--- config.mk ---
export PLATFORM = sky130hd
export DESIGN_NAME = uart_fifo_tx
export DESIGN_NICKNAME = d
export VERILOG_FILES = /design/src/rtl/uart_fifo_tx.sv
export SDC_FILE = /design/constraint.sdc
export NUM_CORES = 1
export LEC_CHECK = 0
export BUFFER_PORTS_ARGS = -buffer_cell sky130_fd_sc_hd__buf_2
export CAP_MARGIN = 20
export CORE_UTILIZATION = 59
export DETAILED_ROUTE_END_ITERATION = 10
export HOLD_SLACK_MARGIN = 0.08
export PLACE_DENSITY = 0.76
export SYNTH_ARGS = -nofsm -noshare
export SYNTH_HDL_FRONTEND = slang
export SYNTH_SLANG_ARGS = --single-unit
--- constraint.sdc ---
create_clock -name sys_clk -period 3.3 [get_ports sys_clk]
set_clock_uncertainty 0.2 [all_clocks]
set_input_delay 0.33 -clock sys_clk [delete_from_list [all_inputs] [get_ports sys_clk]]
set_output_delay 0.33 -clock sys_clk [all_outputs]
set_load 0.01 [all_outputs]
--- src/rtl/uart_fifo_tx.sv ---
// uart_fifo_tx
//
// Drains a standard (non-show-ahead) 256x8 FIFO one byte at a time and sends
// each byte as an 8N1 UART frame, LSB first. New frames start only while
// tx_en is high and the FIFO is not empty. Both inputs are looked at only
// between frames, so a frame that has started always completes.
//
// Parameters:
//   CLK_FREQ   system clock frequency in Hz
//   UART_BPS   baud rate; one bit lasts CLK_FREQ/UART_BPS clocks (2..65535)
//
// Ports:
//   sys_clk     system clock, all logic on the rising edge
//   sys_rst     asynchronous active-high reset
//   tx_en       permits new frames to start
//   fifo_dout   FIFO read data, valid the cycle after fifo_rd_en is sampled
//   fifo_empty  FIFO empty flag
//   fifo_rd_en  registered one-cycle read strobe, one per frame
//   uart_txd    serial line, idles high
//   tx_busy     high whenever the state machine is not idle
//   tx_done     one-cycle pulse in the first idle cycle after a stop bit

module uart_fifo_tx #(
    parameter int CLK_FREQ = 50_000_000,
    parameter int UART_BPS = 115200
) (
    input  logic       sys_clk,
    input  logic       sys_rst,
    input  logic       tx_en,
    input  logic [7:0] fifo_dout,
    input  logic       fifo_empty,
    output logic       fifo_rd_en,
    output logic       uart_txd,
    output logic       tx_busy,
    output logic       tx_done
);

    localparam int          BPS_CNT   = CLK_FREQ / UART_BPS;
    localparam logic [15:0] BAUD_LAST = 16'(BPS_CNT - 1);

    typedef enum logic [5:0] {
        S_IDLE  = 6'b000001,
        S_REQ   = 6'b000010,
        S_LATCH = 6'b000100,
        S_START = 6'b001000,
        S_DATA  = 6'b010000,
        S_STOP  = 6'b100000
    } state_t;

    state_t      state;
    state_t      state_d;
    logic [15:0] baud_cnt;
    logic [15:0] baud_cnt_d;
    logic [2:0]  bit_cnt;
    logic [2:0]  bit_cnt_d;
    logic [7:0]  tx_data;
    logic [7:0]  tx_data_d;
    logic        rd_en_d;
    logic        txd_d;
    logic        done_d;
    logic        baud_last;
    logic [2:0]  bit_next;

    // End of the current bit period, and the index of the next data bit to
    // put on the line when that period ends.
    assign baud_last = (baud_cnt == BAUD_LAST);
    assign bit_next  = bit_cnt + 3'd1;

    // Busy is simply "not idle"; because the state is registered this rises
    // on the edge entering REQ and falls on the edge entering IDLE.
    assign tx_busy = (state != S_IDLE);

    // State and datapath registers. Every output except tx_busy is registered
    // here so the FIFO and the serial line see glitch-free signals. Reset drops
    // any byte that was in flight and returns the line to idle-high at once.
    always_ff @(posedge sys_clk or posedge sys_rst) begin
        if (sys_rst) begin
            state      <= S_IDLE;
            baud_cnt   <= 16'd0;
            bit_cnt    <= 3'd0;
            tx_data    <= 8'd0;
            fifo_rd_en <= 1'b0;
            uart_txd   <= 1'b1;
            tx_done    <= 1'b0;
        end else begin
            state      <= state_d;
            baud_cnt   <= baud_cnt_d;
            bit_cnt    <= bit_cnt_d;
            tx_data    <= tx_data_d;
            fifo_rd_en <= rd_en_d;
            uart_txd   <= txd_d;
            tx_done    <= done_d;
        end
    end

    // Next-state and next-output logic. The read strobe is raised when leaving
    // IDLE and dropped in REQ, so the FIFO samples it at the REQ->LATCH edge
    // and presents the byte during LATCH, where it is captured. From then on
    // only tx_data feeds the line, so later fifo_dout changes are harmless.
    // The baud counter runs 0..BPS_CNT-1 in START, DATA and STOP and clears on
    // each terminal count, giving exactly BPS_CNT clocks per bit.
    always_comb begin
        state_d    = state;
        baud_cnt_d = baud_cnt;
        bit_cnt_d  = bit_cnt;
        tx_data_d  = tx_data;
        rd_en_d    = 1'b0;
        txd_d      = uart_txd;
        done_d     = 1'b0;

        case (state)
            S_IDLE: begin
                txd_d      = 1'b1;
                baud_cnt_d = 16'd0;
                if (tx_en && !fifo_empty) begin
                    rd_en_d = 1'b1;
                    state_d = S_REQ;
                end
            end

            S_REQ: begin
                state_d = S_LATCH;
            end

            S_LATCH: begin
                tx_data_d  = fifo_dout;
                txd_d      = 1'b0;
                baud_cnt_d = 16'd0;
                state_d    = S_START;
            end

            S_START: begin
                if (baud_last) begin
                    baud_cnt_d = 16'd0;
                    bit_cnt_d  = 3'd0;
                    txd_d      = tx_data[0];
                    state_d    = S_DATA;
                end else begin
                    baud_cnt_d = baud_cnt + 16'd1;
                end
            end

            S_DATA: begin
                if (baud_last) begin
                    baud_cnt_d = 16'd0;
                    if (bit_cnt == 3'd7) begin
                        txd_d   = 1'b1;
                        state_d = S_STOP;
                    end else begin
                        bit_cnt_d = bit_next;
                        txd_d     = tx_data[bit_next];
                    end
                end else begin
                    baud_cnt_d = baud_cnt + 16'd1;
                end
            end

            S_STOP: begin
                if (baud_last) begin
                    baud_cnt_d = 16'd0;
                    done_d     = 1'b1;
                    state_d    = S_IDLE;
                end else begin
                    baud_cnt_d = baud_cnt + 16'd1;
                end
            end

            default: begin
                state_d    = S_IDLE;
                txd_d      = 1'b1;
                baud_cnt_d = 16'd0;
                bit_cnt_d  = 3'd0;
            end
        endcase
    end

endmodule

; ---- After elaboration in Yosys (flattened, before gate mapping)
; Index checks and enable logic that the tools add are counted.
[word_totals]
ff_bits = 36
in_bits = 12
out_inout_bits = 4
elab_cells = 57
[classes]
add_sub_neg = 2
magnitude_cmp = 1
eq_ne = 15
n_mux = 22
bitwise = 2
reduce_logical = 8
[ops]
columns = operator, count
row1 = $pmux W6 S6, 1
row2 = $pmux W16 S2, 1
row3 = $mux W6, 5
row4 = $add A16 B1 Y16 const B, 1
row5 = $eq A16 B9 Y1 const B, 1
row6 = $mux W16, 1
row7 = $ne A2 B2 Y1 const B, 6
row8 = $mux W3, 3
row9 = $pmux W3 S3, 1
row10 = $mux W1, 8
row11 = $eq A6 B1 Y1 const B, 1
row12 = $eq A6 B2 Y1 const B, 1
row13 = $eq A6 B3 Y1 const B, 1
row14 = $eq A6 B4 Y1 const B, 1
row15 = $eq A6 B5 Y1 const B, 1
row16 = $eq A6 B6 Y1 const B, 1
row17 = $ne A6 B1 Y1 const B, 1
row18 = $reduce_and A5 Y1, 1
row19 = $lt A3 B4 Y1 const B, 1
row20 = $pmux W1 S4, 1
row21 = $reduce_and A4 Y1, 1
row22 = $reduce_or A4 Y1, 1
row23 = $add A3 B1 Y3 const B, 1
row24 = $bmux W1 S3, 1
row25 = other kinds (7), 8

; ---- Longest topological paths before layout
[logic_depth]
depth_word = 6
ltp_mapped = 7

; ---- Worst setup path after synthesis
; No wires, ideal clock.
[synth_path]
path_type = reg-to-reg
start = register baud_cnt[1]
end = register bit_cnt[0]
arrival_ps = 2183
setup_slack_ps = 789
path_stages_with_launch = 8
path_cell_list = dfrtp_1 inv_1 ha_1 or4b_4 nor4_4 a21oi_2 a221oi_4 mux2_1
[synth_between]
elab_chain_cells = 3
[synth_lines]
columns = element, line
row1 = start: declaration, 52  ; logic [15:0] baud_cnt;
row2 = start signal: assignment, 87  ; baud_cnt <= baud_cnt_d;
row3 = $eq A16 B9 Y1 *, 66  ; assign baud_last = (baud_cnt == BAUD_LAST);
row4 = $ne A2 B2 Y1 (no line), n/a
row5 = $reduce_and A4 Y1 (no line) *, n/a
row6 = end signal: assignment, 88  ; bit_cnt <= bit_cnt_d;
row7 = end: declaration, 54  ; logic [2:0] bit_cnt;
; Mark *: on every way between the ends. The rest lies on a longest branch, timed or not.
; A chain may end at the register's enable or synchronous reset.

; ---- Worst setup path in the final report
[layout_path]
start = register baud_cnt[1]
end = register baud_cnt[11]
[layout_between]
elab_chain_cells = 3
[layout_lines]
columns = element, line
row1 = $add A16 B1 Y16 or $eq A16 B9 Y1 (tied branches), n/a
row2 = $mux W16 *, "133, 144, 159"
row3 = $pmux W16 S2 *, 111  ; case (state)
; Marks and branches as above.

==> results.py <==
metrics = {
    "timing": {
        "slew_violations": 0,
        "rsz0062_at_grt": "false",
        "tightest_slew_ns": 0.957,
        "setup_viol": 0,
        "final.min_clock_period_ns": 2.67,
        "timing.hold.ws_ns": 0.164,
        "hold_violations": 0,
        "fin_crit_sh": 0.809,
        "final.setup.worst_slack_ns": 0.630,
        "max_freq_mhz": 375,
        "timing.setup.tns_ns": 0,
        "maxSlewHeadroom": 0.356,
    },
    "grt": {
        "grt_start_max_net_pins": 37,
        "grt_pass1_vias": 1424,
        "antenna_found_initial": 0,
        "grt_overflow_total": 0,
        "grt_first_pass_wirelength_mm": 6.63,
        "grt.total_usage": 0.270,
    },
    "critical_path": {
        "cp-start-kind": "register",
        "rrSetupSlack_ns": 0.63,
        "worst-path-max-fanout": 10,
        "cp.required_ns": 3.33,
        "end_kind": "register",
        "critPathArrivalTime_ns": 2.70,
        "reg2reg_depth": 7,
        "r2r_start": "baud_cnt[1]",
        "reg2reg_to": "baud_cnt[11]",
        "setup.worst_path.class": "reg2reg",
        "crit_path_start": "baud_cnt[1]",
    },
    "run_status": {
        "status": "complete, no violations",
    },
    "power_and_ir_drop": {
        "powerDensity_nw_per_um2": 500,
        "max-vdd-ir-drop_uv": 390,
        "p_leak_nw": 0.929,
        "power_w": 0.00110,
    },
    "clocking": {
        "cts_setup_buffers": 0,
        "ctsHoldBuffers": 10,
        "cts_tree": "built",
        "numCtsBuffers": 5,
        "cts_max_path_buffers": 2,
        "ctsResizeCount": 0,
        "htree_levels": 2,
        "clock_latency_ns": 0.36,
        "clockRootBuffer": "clkbuf_4",
        "cts_sinks": 36,
        "cts.clk_slew.worst_paths_ns": 0.12,
    },
    "floorplan": {
        "ios": 16,
        "die-area_um2": 3500,
        "initial_core_util": 0.627,
        "core_area_um2": 3080,
        "chipHeight_um": 59.2,
        "fp-row-count": 20,
        "die_w_um": 59.2,
    },
    "synth": {
        "synth_edf_count": 0,
        "synth_top_area_share": 0.441,
        "synth_ff_type": "dfrtp_1",
        "syn_area_um2": 1930,
        "synth_area_per_cell_um2": 10.2,
        "ys_seq_area_frac": 0.468,
        "synth_area_leaders": "dfrtp_1 (44%), mux2_2 (5.3%), nor2_1 (3.9%), xor2_1 (3.6%), nand2_1 (3.1%)",
        "netlist.top_cell.by_area": "dfrtp_1",
        "netlist_instances": 189,
        "synthDistinctLibCells": 43,
        "ys_seq_elements": 36,
        "syn-num-nets": 205,
        "yosysWarnings": 0,
        "async_flop_share": 1.00,
    },
    "detailed_routing": {
        "ant_nets": 0,
        "via_count": 1510,
        "drt_iter0_drc": 115,
        "drc": 0,
        "wl_per_cell_um": 15.4,
        "routed_wirelength_mm": 4.02,
        "viasPerCell": 5.79,
        "firstDrtPassIters": 4,
    },
    "final_layout": {
        "syn2layout_area_growth_pct": 14.5,
        "layout-drive-gt1-share": 0.207,
        "layout_commonest_cell": "dfrtp_1",
        "insertedDiodeCount": 0,
        "mostFrequentLayoutCells": "dfrtp_1 (34), nor2_1 (20), nand2_1 (16), buf_2 (15), dlygate4sd3_1 (10)",
        "nets": 232,
    },
    "place": {
        "numPortBuffers": 15,
        "gp_congestion": 0.856,
        "hpwl_mm": 2.71,
        "place_ws_ns": 0.640,
    },
    "worst_hold_path": {
        "hp-class": "in2reg",
        "worst_hold_path.endpoint": "fifo_rd_en",
        "min-delay-start": "tx_en",
        "min_path_cells": 3,
    },
    "run": {
        "cap_violations": 0,
    },
}
==> how the worst max path moves through the flow <==
stage / to / slack [ns]
final: baud_cnt[11] / 0.63
after global routing: baud_cnt[6] / 0.48
after CTS: bit_cnt[0] / 0.63
after detailed placement: bit_cnt[0] / 0.64
after global placement: bit_cnt[0] / 0.71
after floorplan: bit_cnt[0] / 0.79
==> state kept, by name (all words and copies together), names as in the netlist <==
name	count
baud_cnt	16
bit_cnt	3
fifo_rd_en	1
state	6
tx_data	8
tx_done	1
uart_txd	1
==> metal layers <==
metal  vias to the layer above  wire length, um  GRT usage
met4                         0               86      0.112
met5                         -                0          0
met1                       730             1820      0.337
met3                         9              218      0.103
met2                        38             1900      0.419
li1                        733                -          -
==> stage by stage <==
step | util | std cells | instance area [um2]
5_1_grt | 0.718 | 261 | 2210
3_3_place_gp | 0.665 | 243 | 2050
3_5_place_dp | 0.665 | 243 | 2050
2_1_floorplan | - | 189 | 1930
4_1_cts | 0.718 | 261 | 2210
6_report | 0.718 | 261 | 2210
==> critical path, cell delays in order, from the launching register on <==
cell and delay, ns:
dfrtp_1 0.42, inv_1 0.08, ha_1 0.13, or4b_4 0.47
nor4_4 0.48, nor2_1 0.23, nor2_2 0.41, nor2_1 0.12
==> cell families (layout without fill, tap and decap cells) <==
family	count (synthesis)	in the layout	synth area share
fa+ha+maj	4	4	0.0259
compound gates	28	28	0.101
mux	15	15	0.0973
simple gates	80	80	0.226
flops	36	36	0.468
xor+xnor	12	12	0.0545
buf+inv	14	42	0.0272
==> final cells by class <==
cell class / count / area [um2]
fill: 227 / 868
clock inverter: 2 / 10.0
timing repair buffer: 27 / 190
inverter: 7 / 26.3
clock buffer: 6 / 51.3
multi-input combinational: 139 / 973
tap: 44 / 55.1
sequential: 36 / 903
==> power breakdown <==
part / switching, W / total, W / internal [W] / leakage, nW
logic: 0.000130 / 0.000282 / 0.000152 / 0.415
clock network: 0.000154 / 0.000255 / 0.000101 / 0.0380
registers: 0.0000568 / 0.000567 / 0.000510 / 0.476
total: 0.000341 / 0.00110 / 0.000764 / 0.929
==> synthesized netlist by cell type, types with 4 or more instances <==
cell type / n
mux2_2: 9
xnor2_1: 4
a21oi_1: 7
dfrtp_1: 34
o21ai_0: 8
nand2_1: 16
inv_1: 7
nor2_1: 20
nand3_1: 9
ha_1: 4
xor2_1: 8
nor3_1: 4
clkbuf_1: 7
nor2b_1: 7
Power figures use the tool's default switching activity.
